**config.mk**
```make
export PLATFORM = sky130hd
export DESIGN_NAME = io_arb
export DESIGN_NICKNAME = d
export VERILOG_FILES = /design/src/rtl/io_pkg.sv /design/src/rtl/rr_arb2.sv /design/src/rtl/io_arb.sv
export SDC_FILE = /design/constraint.sdc
export NUM_CORES = 1
export LEC_CHECK = 0
export ABC_AREA = 1
export BUFFER_PORTS_ARGS = -buffer_cell sky130_fd_sc_hd__buf_2
export CAP_MARGIN = 20
export CORE_ASPECT_RATIO = 1.5
export CORE_MARGIN = 5
export CORE_UTILIZATION = 47
export CTS_CLUSTER_SIZE = 28
export DETAILED_ROUTE_END_ITERATION = 8
export HOLD_SLACK_MARGIN = 0.06
export PLACE_DENSITY = 0.85
export SYNTH_ARGS = -nofsm -noshare
export SYNTH_HDL_FRONTEND = slang
export SYNTH_SLANG_ARGS = --single-unit
```
**constraint.sdc**
```tcl
create_clock -name clk -period 2.4 [get_ports clk]
set_input_delay 0.12 -clock clk [delete_from_list [all_inputs] [get_ports clk]]
set_output_delay 0.12 -clock clk [all_outputs]
set_load 0.05 [all_outputs]
```
**src/rtl/io_pkg.sv**
```systemverilog
// Shared types and constants for the I/O register arbiter.
// Holds register address map, arbiter FSM states and the latched command.
// No logic beyond the address-validity helper.
package io_pkg;

  // I/O register address map; anything above DDRB has no backing register.
  localparam logic [2:0] PORTA = 3'd0;
  localparam logic [2:0] DDRA  = 3'd1;
  localparam logic [2:0] PORTB = 3'd2;
  localparam logic [2:0] DDRB  = 3'd3;

  // Returned on a read that produced no data.
  localparam logic [7:0] RD_ERR_DATA = 8'hFF;

  typedef enum logic [1:0] {
    ST_IDLE  = 2'd0,
    ST_ISSUE = 2'd1,
    ST_RESP  = 2'd2
  } state_t;

  typedef struct packed {
    logic       we;
    logic [2:0] addr;
    logic [7:0] data;
  } io_cmd_t;

  function automatic logic addr_valid(input logic [2:0] addr);
    return addr <= DDRB;
  endfunction

endpackage

```
**src/rtl/rr_arb2.sv**
```systemverilog
// Two-way arbitration decision, purely combinational.
// Latency: 0 cycles. Backpressure: none, callers sample grant when they can accept it.
// Ports: req[1:0] requests, ptr (0 = requester 0 wins a tie, 1 = requester 1),
//        fixed (1 = requester 0 always wins), grant[1:0] one-hot or zero.
module rr_arb2 (
  input  logic [1:0] req,
  input  logic       ptr,
  input  logic       fixed,
  output logic [1:0] grant
);

  always_comb begin
    grant = 2'b00;
    if (fixed) begin
      if (req[0])      grant = 2'b01;
      else if (req[1]) grant = 2'b10;
    end else begin
      case (req)
        2'b01:   grant = 2'b01;
        2'b10:   grant = 2'b10;
        2'b11:   grant = ptr ? 2'b10 : 2'b01;
        default: grant = 2'b00;
      endcase
    end
  end

endmodule

```
**src/rtl/io_arb.sv**
```systemverilog
// Arbitrates two requesters onto one I/O register port, one transaction at a time.
// Latency: IDLE (grant) -> ISSUE (io_enable) -> RESP (ack), exactly 3 cycles per transaction.
// Backpressure: requesters hold req until their ack; requests are only sampled in IDLE.
// Ports: clk/rst (sync, active-high); req/we/addr/wdata per requester in, ack/rdata per
//        requester out, err with a failed read's ack; io_* command out, io_DO/io_OE read return.
module io_arb
  import io_pkg::*;
#(
  parameter bit FIXED_PRIO = 1'b0
) (
  input  logic       clk,
  input  logic       rst,
  input  logic       req0,
  input  logic       req1,
  input  logic       we0,
  input  logic       we1,
  input  logic [2:0] addr0,
  input  logic [2:0] addr1,
  input  logic [7:0] wdata0,
  input  logic [7:0] wdata1,
  output logic       ack0,
  output logic       ack1,
  output logic [7:0] rdata0,
  output logic [7:0] rdata1,
  output logic       err,
  output logic       io_enable,
  output logic       io_we_n,
  output logic [2:0] io_A,
  output logic [7:0] io_DI,
  input  logic [7:0] io_DO,
  input  logic       io_OE
);

  state_t     state, state_nxt;
  io_cmd_t    cmd, cmd_nxt;
  logic       gnt_1;     // owner of the transaction in flight: 1 = requester 1
  logic       ptr;       // tie-break: 0 favours requester 0
  logic [1:0] grant;
  logic [7:0] rsp_data;
  logic       rsp_err;

  rr_arb2 u_rr_arb2 (
    .req   ({req1, req0}),
    .ptr   (ptr),
    .fixed (FIXED_PRIO),
    .grant (grant)
  );

  always_comb begin
    if (grant[1]) begin
      cmd_nxt.we   = we1;
      cmd_nxt.addr = addr1;
      cmd_nxt.data = wdata1;
    end else begin
      cmd_nxt.we   = we0;
      cmd_nxt.addr = addr0;
      cmd_nxt.data = wdata0;
    end
  end

  // Requester inputs are captured only on the IDLE grant, so anything they do
  // during ISSUE/RESP cannot disturb the transaction in flight.
  always_ff @(posedge clk) begin
    if (rst) begin
      state <= ST_IDLE;
      ptr   <= 1'b0;
      cmd   <= '0;
      gnt_1 <= 1'b0;
    end else begin
      state <= state_nxt;
      if (state == ST_IDLE && grant != 2'b00) begin
        cmd   <= cmd_nxt;
        gnt_1 <= grant[1];
        ptr   <= ~grant[1];
      end
    end
  end

  // Out-of-map reads never trust io_OE; they always complete as failed reads.
  always_comb begin
    rsp_data = '0;
    rsp_err  = 1'b0;
    if (!cmd.we) begin
      if (addr_valid(cmd.addr) && io_OE) begin
        rsp_data = io_DO;
      end else begin
        rsp_data = RD_ERR_DATA;
        rsp_err  = 1'b1;
      end
    end
  end

  always_comb begin
    state_nxt = state;
    ack0      = 1'b0;
    ack1      = 1'b0;
    rdata0    = '0;
    rdata1    = '0;
    err       = 1'b0;
    io_enable = 1'b0;
    io_we_n   = 1'b1;
    io_A      = '0;
    io_DI     = '0;
    case (state)
      ST_IDLE: begin
        if (grant != 2'b00) state_nxt = ST_ISSUE;
      end
      ST_ISSUE: begin
        state_nxt = ST_RESP;
        io_enable = 1'b1;
        io_we_n   = ~cmd.we;
        io_A      = cmd.addr;
        io_DI     = cmd.we ? cmd.data : 8'h00;
      end
      ST_RESP: begin
        state_nxt = ST_IDLE;
        err       = rsp_err;
        if (gnt_1) begin
          ack1   = 1'b1;
          rdata1 = rsp_data;
        end else begin
          ack0   = 1'b1;
          rdata0 = rsp_data;
        end
      end
      default: state_nxt = ST_IDLE;
    endcase
    // Reset masks outputs in the same cycle so an aborted transaction never acks.
    if (rst) begin
      state_nxt = ST_IDLE;
      ack0      = 1'b0;
      ack1      = 1'b0;
      rdata0    = '0;
      rdata1    = '0;
      err       = 1'b0;
      io_enable = 1'b0;
      io_we_n   = 1'b1;
      io_A      = '0;
      io_DI     = '0;
    end
  end

endmodule

```
Yosys cells after proc, flatten, opt, wreduce, memory -nomap -nowiden

Cells that the tools add are included.

Register bits: 16
Bits in latches: 0
Bits in writable memories: 0
Bits in read-only memories: 0
Input port bits: 37
Output and inout port bits: 32
Logic and storage cells: 51
Memories kept: 0

Add/sub/neg operators: 0
Multipliers: 0
Divide/modulo/power cells: 0
Order comparisons: 1
Equal/unequal tests: 6
Shift-type cells: 0
Mux-type cells: 32
Bitwise logic cells: 2
Reductions and logical operators: 4

Operator list:

| kind                                                                              | number |
|---|---|
| 8-bit two-way mux                                                                 | 11 |
| 1-bit two-way mux                                                                 | 14 |
| 12-bit two-way mux                                                                | 1 |
| 2-bit == test (second input constant)                                             | 3 |
| 3-bit two-way mux                                                                 | 2 |
| 2-bit one-hot mux with 3 select lines                                             | 1 |
| 2-bit by 1-bit == test with 1-bit output (second input constant)                  | 2 |
| 2-bit two-way mux                                                                 | 2 |
| 2-bit one-hot mux with 2 select lines                                             | 1 |
| 3-bit by 2-bit less-or-equal comparator with 1-bit output (second input constant) | 1 |
| 1-bit logical AND                                                                 | 2 |
| 2-bit zero test                                                                   | 1 |
| 2-bit by 1-bit inequality test with 1-bit output (second input constant)          | 1 |
| 1-bit NOT                                                                         | 2 |
| 2-bit nonzero test                                                                | 1 |

Longest topological paths before layout

Gate-level depths: netlist (run 1).

Depth after elaboration: 7
Depth in mapped cells: 8
Mapped depth without buffers: 7

Modules after synthesis

Synthesis (run 1) repeated with hierarchy kept, for this count alone.

Cells, all modules: 179
Area total of the unflattened synthesis: 1114.8 µm²

By module, submodules not included:

| module  | times used | cells each | area each (µm²) | seq. area each (µm²) |
|---|---|---|---|---|
| io_arb  | 1          | 173        | 1082.3          | 320.3 |
| rr_arb2 | 1          | 6          | 32.5            | 0.0 |

Least setup slack after synthesis (run 1)

OpenSTA, ideal clock, no wires.

Path kind: register -> output
Start point: reg state[0]
End point: out io_DI[0]
Data arrival time: 1880 ps
Path slack: 400 ps
Cell stages (with the launch flop): 7
Cells stage by stage: dfxtp_1 -> inv_2 -> nor2_1 -> nand2_1 -> inv_2 -> nand2_2 -> nor2_1

Longest elaborated chain between the ends: 3

Ends and longest elaborated chain:

| item                                     | RTL line      | source |
|---|---|---|
| start: declaration                       | io_arb.sv:34  | `state_t state, state_nxt;` |
| start signal: assignment                 | io_arb.sv:70  | `state <= state_nxt;` |
| 2-bit by 1-bit == test with 1-bit output | io_arb.sv:104 | `case (state)` |
| 8-bit two-way mux                        | io_arb.sv:104 |  |
| 8-bit two-way mux                        | io_arb.sv:129 | `if (rst) begin` |
| end: declaration                         | io_arb.sv:29  | `output logic [7:0] io_DI,` |

No other way between the ends.

Worst setup path in the final report (run 1)

Start point: in rst
End point: out io_DI[4]

Longest elaborated chain between the ends: 1

Ends and longest elaborated chain:

| item               | RTL line      | source |
|---|---|---|
| start: declaration | io_arb.sv:12  | `input logic rst,` |
| 8-bit two-way mux  | io_arb.sv:129 |  |

No other way between the ends.

==> flow_summary.json, run 1 <==
{
  "grt_max_degree": 17,
  "maxSlewViolCount": 0,
  "path_clk_slew_ps": 90,
  "gp_congestion": 0.753,
  "synth-seq-area-share_pct": 26.9,
  "regToRegEndpoint": "cmd[11]",
  "netlist_instances": 175,
  "synth-async-reset-ratio_pct": 0,
  "num-nets-final": 278,
  "critPathMaxStageDelay_ps": 540,
  "holdPathStages": 5,
  "cp.buffers_inverters": 5,
  "avgSynthCellArea_sq_um": 6.81,
  "r2r_cells": 6,
  "layout_min_cycle_time_ps": 1950,
  "h-tree-depth": 1,
  "worstPathMaxFanout": 15,
  "holdWs_ps": 121,
  "ys.flop_type": "dfxtp_1",
  "clockRootBuffer": "clkbuf_4",
  "p_total_mw": 0.730,
  "hpwl_um": 2460,
  "drt-initial-drc-count": 16,
  "finalSetupViolCount": 0,
  "post-route-period-util_pct": 81.3,
  "dr.pass1.iters": 4,
  "p_per_area_mw_per_mm2": 476,
  "cts_sinks": 16,
  "min_to": "cmd[3]",
  "cts_buffer_depth": 2,
  "grt_setup_unrepaired": "no",
  "grt_pass1_vias": 1250,
  "layout-drive-gt1-share_pct": 44.2,
  "rrSetupSlack_ps": 1080,
  "path_cells": "dlygate4sd3_1 -> buf_2 -> inv_2 -> nand2_1 -> inv_2 -> nand2_2 -> nor2_1 -> buf_2",
  "syn_nets": 212,
  "synth_seq_cells": 16,
  "synth_top_area_share_pct": 26.9,
  "antenna_found_initial": 0,
  "path_delay_family": "buffers and inverters",
  "synth_edf_count": 0,
  "drv_cap": 0,
  "status": "finished, final reports clean",
  "synthTopCellsByCount": "nor2_1 (30), inv_1 (29), nand2_1 (29), nand3_2 (20), dfxtp_1 (16)",
  "synth_warnings": 0,
  "clock_skew_ps": 3.48,
  "worstSetupPathType": "input pin to output port",
  "synthDistinctLibCells": 21,
  "clk_latency_ps": 290,
  "antennaDiodeCount": 0,
  "hp-start": "wdata0[3]",
  "fmax_mhz": 512,
  "via_count": 1309,
  "crit_slowest_cell": "dlygate4sd3_1",
  "numCtsBuffers": 3,
  "fp.dieW_um": 51.1,
  "hold_path_class": "input pin to flop",
  "cp-start-kind": "input pin",
  "synth_area_leader_cell": "dfxtp_1",
  "cts_tree": "done",
  "wl_per_cell_um": 11.8,
  "syn_to_final_growth_pct": 28.5,
  "grtUsageTotal_pct": 18.3,
  "antenna_left": 0,
  "rows": 22,
  "cp-end-kind": "output port",
  "yosys-top-cells-area": "dfxtp_1 (27%), nand3_2 (17%), nor2_1 (9.4%)",
  "io_pins": 69,
  "initial_utilization_pct": 48.7,
  "drt_wl_total_um": 3120,
  "cp.required_ps": 2280,
  "peakVddDrop_mv": 0.352,
  "hold_violations": 0,
  "grt_pass1_wl_um": 5210,
  "io_buffers": 68,
  "die_h_um": 71.7,
  "cp.arrival_ps": 1830,
  "overflow": 0,
  "setup_tns_ps": 0,
  "drc_errors": 0,
  "slew_headroom_pct": 70.8,
  "leakage_nw": 0.929,
  "r2r_start": "state[1]",
  "syn-cell-area_sq_mm": 0.00119,
  "core-area_sq_mm": 0.00245,
  "viasPerCell": 4.96,
  "worst_pin_slew_ps": 437,
  "synth.most_common_cell": "nor2_1",
  "dieArea_sq_mm": 0.00367
}
-- flip-flops by register name, summed over array words and instances (netlist names) --
name and flops:
cmd 12, state 2, ptr 1, gnt_1 1
-- cell usage in the layout (no fill, tap or decap), types with 2 or more instances in the layout --
cell type	Yosys	final
nor2_2	2	2
nand2_2	3	3
dfxtp_1	16	16
o21ai_0	8	8
clkbuf_4	0	3
inv_1	29	29
nand3_2	20	20
buf_2	3	68
inv_2	4	4
nand4_1	12	12
nand3_1	8	8
nand2_1	29	29
nor2_4	2	2
nor2_1	30	30
-- worst max-delay path by stage --
stage,cells past startpoint,endpoint,slack [ps],from
after floorplan,6,io_DI[0],400,state[0]
after global placement,7,io_DI[3],1050,rst
after detailed placement,7,io_DI[4],980,state[0]
after CTS,8,io_DI[4],430,rst
after global routing,8,io_DI[0],270,rst
final,8,io_DI[4],450,rst
-- power breakdown --
part	switching, mW	leakage, nW	internal (mW)
clock	0.0882	0.0210	0.0926
sequential	0.0159	0.132	0.291
combinational	0.160	0.776	0.0824
total	0.264	0.929	0.466
-- layer usage --
| layer | global-route usage, % | share of wire [%] | up-vias |
|---|---|---|---|
| met1 | 17.6 | 33 | 569 |
| met3 | 5.61 | 11 | 7 |
| met5 | 0 | 0 | - |
| met4 | 9.88 | 2.3 | 0 |
| met2 | 33.6 | 53 | 52 |
| li1 | - | - | 681 |
-- worst reg2reg max path, delay by kind of cell (launching register included) --
family / cells / cell delay [ps]
flip-flops: 1 / 370
AND/OR/NAND/NOR: 4 / 600
AO/OA/AOI/OAI: 1 / 210
buffers and inverters: 1 / 40
-- through the flow --
stage / instance area (sq um) / cells / util (%) / setup WS (ps)
floorplan: 1190 / 175 / - / 400
global placement: 1490 / 259 / 60.7 / 1050
detailed placement: 1490 / 259 / 60.7 / 983
CTS: 1530 / 264 / 62.6 / 435
global route: 1530 / 264 / 62.6 / 268
finish: 1530 / 264 / 62.6 / 448
-- cell families after synthesis --
kind of cell	share of synthesized area, %
buf+inv	16.8
flops	26.9
simple gates	50.5
compound gates	5.88
-- area by class of cell --
type                       count  area [sq um]
clock buffer                   4          36.3
fill                         243           917
inverter                      33           124
multi-input combinational    118           672
sequential                    16           320
tap                           24          30.0
timing repair buffer          69           350
-- timing repair --
| action | CTS | global route |
|---|---|---|
| buffers inserted | 0 | 0 |
| hold endpoints to repair | 3 | 0 |
| resized for setup | 0 | 0 |
| hold buffers | 1 | 0 |
No activity file was read; power rests on OpenSTA's default activity.
==> run 2, diff against run 1 <==
--- a/config.mk
+++ b/config.mk
@@ -10,11 +10,11 @@
 export CAP_MARGIN = 20
 export CORE_ASPECT_RATIO = 1.5
 export CORE_MARGIN = 5
-export CORE_UTILIZATION = 47
+export CORE_UTILIZATION = 39
 export CTS_CLUSTER_SIZE = 28
 export DETAILED_ROUTE_END_ITERATION = 8
 export HOLD_SLACK_MARGIN = 0.06
-export PLACE_DENSITY = 0.85
+export PLACE_DENSITY = 0.75
 export SYNTH_ARGS = -nofsm -noshare
 export SYNTH_HDL_FRONTEND = slang
 export SYNTH_SLANG_ARGS = --single-unit
==> constraint.sdc (replaced) <==
create_clock -name clk -period 1.65 [get_ports clk]
set_input_delay 0.0825 -clock clk [delete_from_list [all_inputs] [get_ports clk]]
set_output_delay 0.0825 -clock clk [all_outputs]
set_load 0.05 [all_outputs]
==> flow_summary.json, run 2 (synthesis gave the netlist of run 1 again) <==
{
  "clockRootBuffer": "clkbuf_8",
  "regToRegEndpoint": "cmd[2]",
  "layout-drive-gt1-share_pct": 48.6,
  "r2r_start": "state[1]",
  "num-nets-final": 281,
  "hpwl_um": 2670,
  "grt_pass1_wl_um": 5620,
  "h-tree-depth": 1,
  "holdWs_ps": 62.3,
  "maxSlewViolCount": 0,
  "fp.dieW_um": 55.1,
  "path_delay_family": "simple AND/OR/NAND/NOR gates",
  "status": "finished, final reports clean",
  "cts_tree": "done",
  "layout_common_cells": "buf_2 (53), inv_1 (29), nand2_1 (29)",
  "post-route-period-util_pct": 93.3,
  "core-area_sq_mm": 0.00294,
  "antenna_left": 0,
  "mostFrequentLayoutCell": "buf_2",
  "worst_pin_slew_ps": 422,
  "via_count": 1357,
  "grt_pass1_vias": 1361,
  "gp_congestion": 0.765,
  "layout_min_cycle_time_ps": 1540,
  "cp-startpoint": "state[0]",
  "dieArea_sq_mm": 0.00429,
  "clock_skew_ps": 3.09,
  "top_usage_layer": "met2",
  "io_buffers": 68,
  "hold_violations": 0,
  "drt-initial-drc-count": 26,
  "numCtsBuffers": 3,
  "intPower_mw": 0.767,
  "crit_cells": 7,
  "p_clk_share_pct": 29.3,
  "use_met3_pct": 3.26,
  "die_h_um": 77.7,
  "p_total_mw": 1.18,
  "rrSetupSlack_ps": 370,
  "worstSetupPathType": "flop to output port",
  "swShare_pct": 35.1,
  "use_met2_pct": 32.3,
  "finalSetupViolCount": 0,
  "grtUsageTotal_pct": 17.4,
  "overflow": 0,
  "cp.arrival_ps": 1460,
  "cts_sinks": 16,
  "drv_cap": 0,
  "cp.required_ps": 1570,
  "viasPerCell": 4.81,
  "leakage_nw": 0.949,
  "peakVddDrop_mv": 0.513,
  "p_sw_mw": 0.415,
  "cp-start-kind": "flop",
  "path_clk_slew_ps": 60,
  "worstPathMaxFanout": 9,
  "largest_reg_flops": 12,
  "initial_utilization_pct": 40.5,
  "cts_buffer_depth": 2,
  "wl_per_cell_um": 12.3,
  "io_pins": 69,
  "met1_usage_pct": 17.6,
  "critPathMaxStageDelay_ps": 390,
  "power_frac_seq_pct": 38.2,
  "cp-end-kind": "output port",
  "syn_to_final_growth_pct": 45.6,
  "hold_path_class": "input pin to flop",
  "slew_headroom_pct": 71.8,
  "largestRegisters": "cmd x12, state x2",
  "rows": 24,
  "antenna_found_initial": 0,
  "clk_latency_ps": 250,
  "endpoint": "io_DI[5]",
  "fmax_mhz": 650,
  "grt_max_degree": 16,
  "r2r_cells": 7,
  "dr.pass1.iters": 4,
  "p_per_area_mw_per_mm2": 681,
  "regMostFlops": "cmd",
  "pwr-share-comb_pct": 32.6,
  "crit_slowest_cell": "dfxtp_2",
  "drt_wl_total_um": 3480,
  "cp.buffers_inverters": 3,
  "path_cells": "inv_2 -> nor2_1 -> nand2_1 -> inv_2 -> nand2_8 -> nor2_4 -> buf_4",
  "drc_errors": 0,
  "antennaDiodeCount": 0,
  "crit_top_cell": "inv_2"
}
[run 2: power groups by stage]
| stage | Clock [mW] | Sequential [mW] | Combinational (mW) |
|---|---|---|---|
| after floorplan | 0 | 0.451 | 0.299 |
| after global placement | 0 | 0.455 | 0.368 |
| after detailed placement | 0 | 0.456 | 0.375 |
| after CTS | 0.350 | 0.448 | 0.381 |
| after global routing | 0.369 | 0.455 | 0.429 |
| final | 0.346 | 0.451 | 0.385 |
[run 2: cell type report]
type / instances / area (sq um)
clock buffers: 4 / 55.1
multi-input cells: 118 / 766
repair buffers: 72 / 422
flip-flops and latches: 16 / 322
well taps: 39 / 48.8
inverters: 33 / 124
fillers: 314 / 1210
[run 2: routing by layer]
metal / vias up / part of all wire (%)
met2: 43 / 57
met4: 0 / 2.6
met1: 614 / 34
li1: 692 / -
met5: - / 0
met3: 8 / 6.3
[run 2: worst min-delay path by stage]
stage / start / to / slack [ps] / depth (start not counted)
6_report: rst / state[0] / 60 / 2
3_5_place_dp: rst / ptr / 320 / 2
5_1_grt: rst / state[0] / 70 / 2
4_1_cts: rst / gnt_1 / 60 / 2
2_1_floorplan: rst / ptr / 140 / 1
3_3_place_gp: rst / ptr / 320 / 2
[run 2: what timing repair did]
action | 4_1_cts | 5_1_grt
hold endpoints to repair | 1 | 0
setup endpoints to repair | 8 | 25
buffers inserted | 0 | 0
resized for setup | 8 | 15
hold buffers | 1 | 0
[run 2: per-stage QoR]
step                TNS (ps)  instance area, sq um  instances  worst slack (ps)  utilization [%]
finish                     0                  1740        282               111             59.0
global route           -6.04                  1740        282             -3.56             59.0
CTS                        0                  1680        282              31.9             57.0
detailed placement         0                  1590        277               244             54.1
global placement           0                  1590        277               274             54.1
floorplan                  0                  1260        175              87.5                -
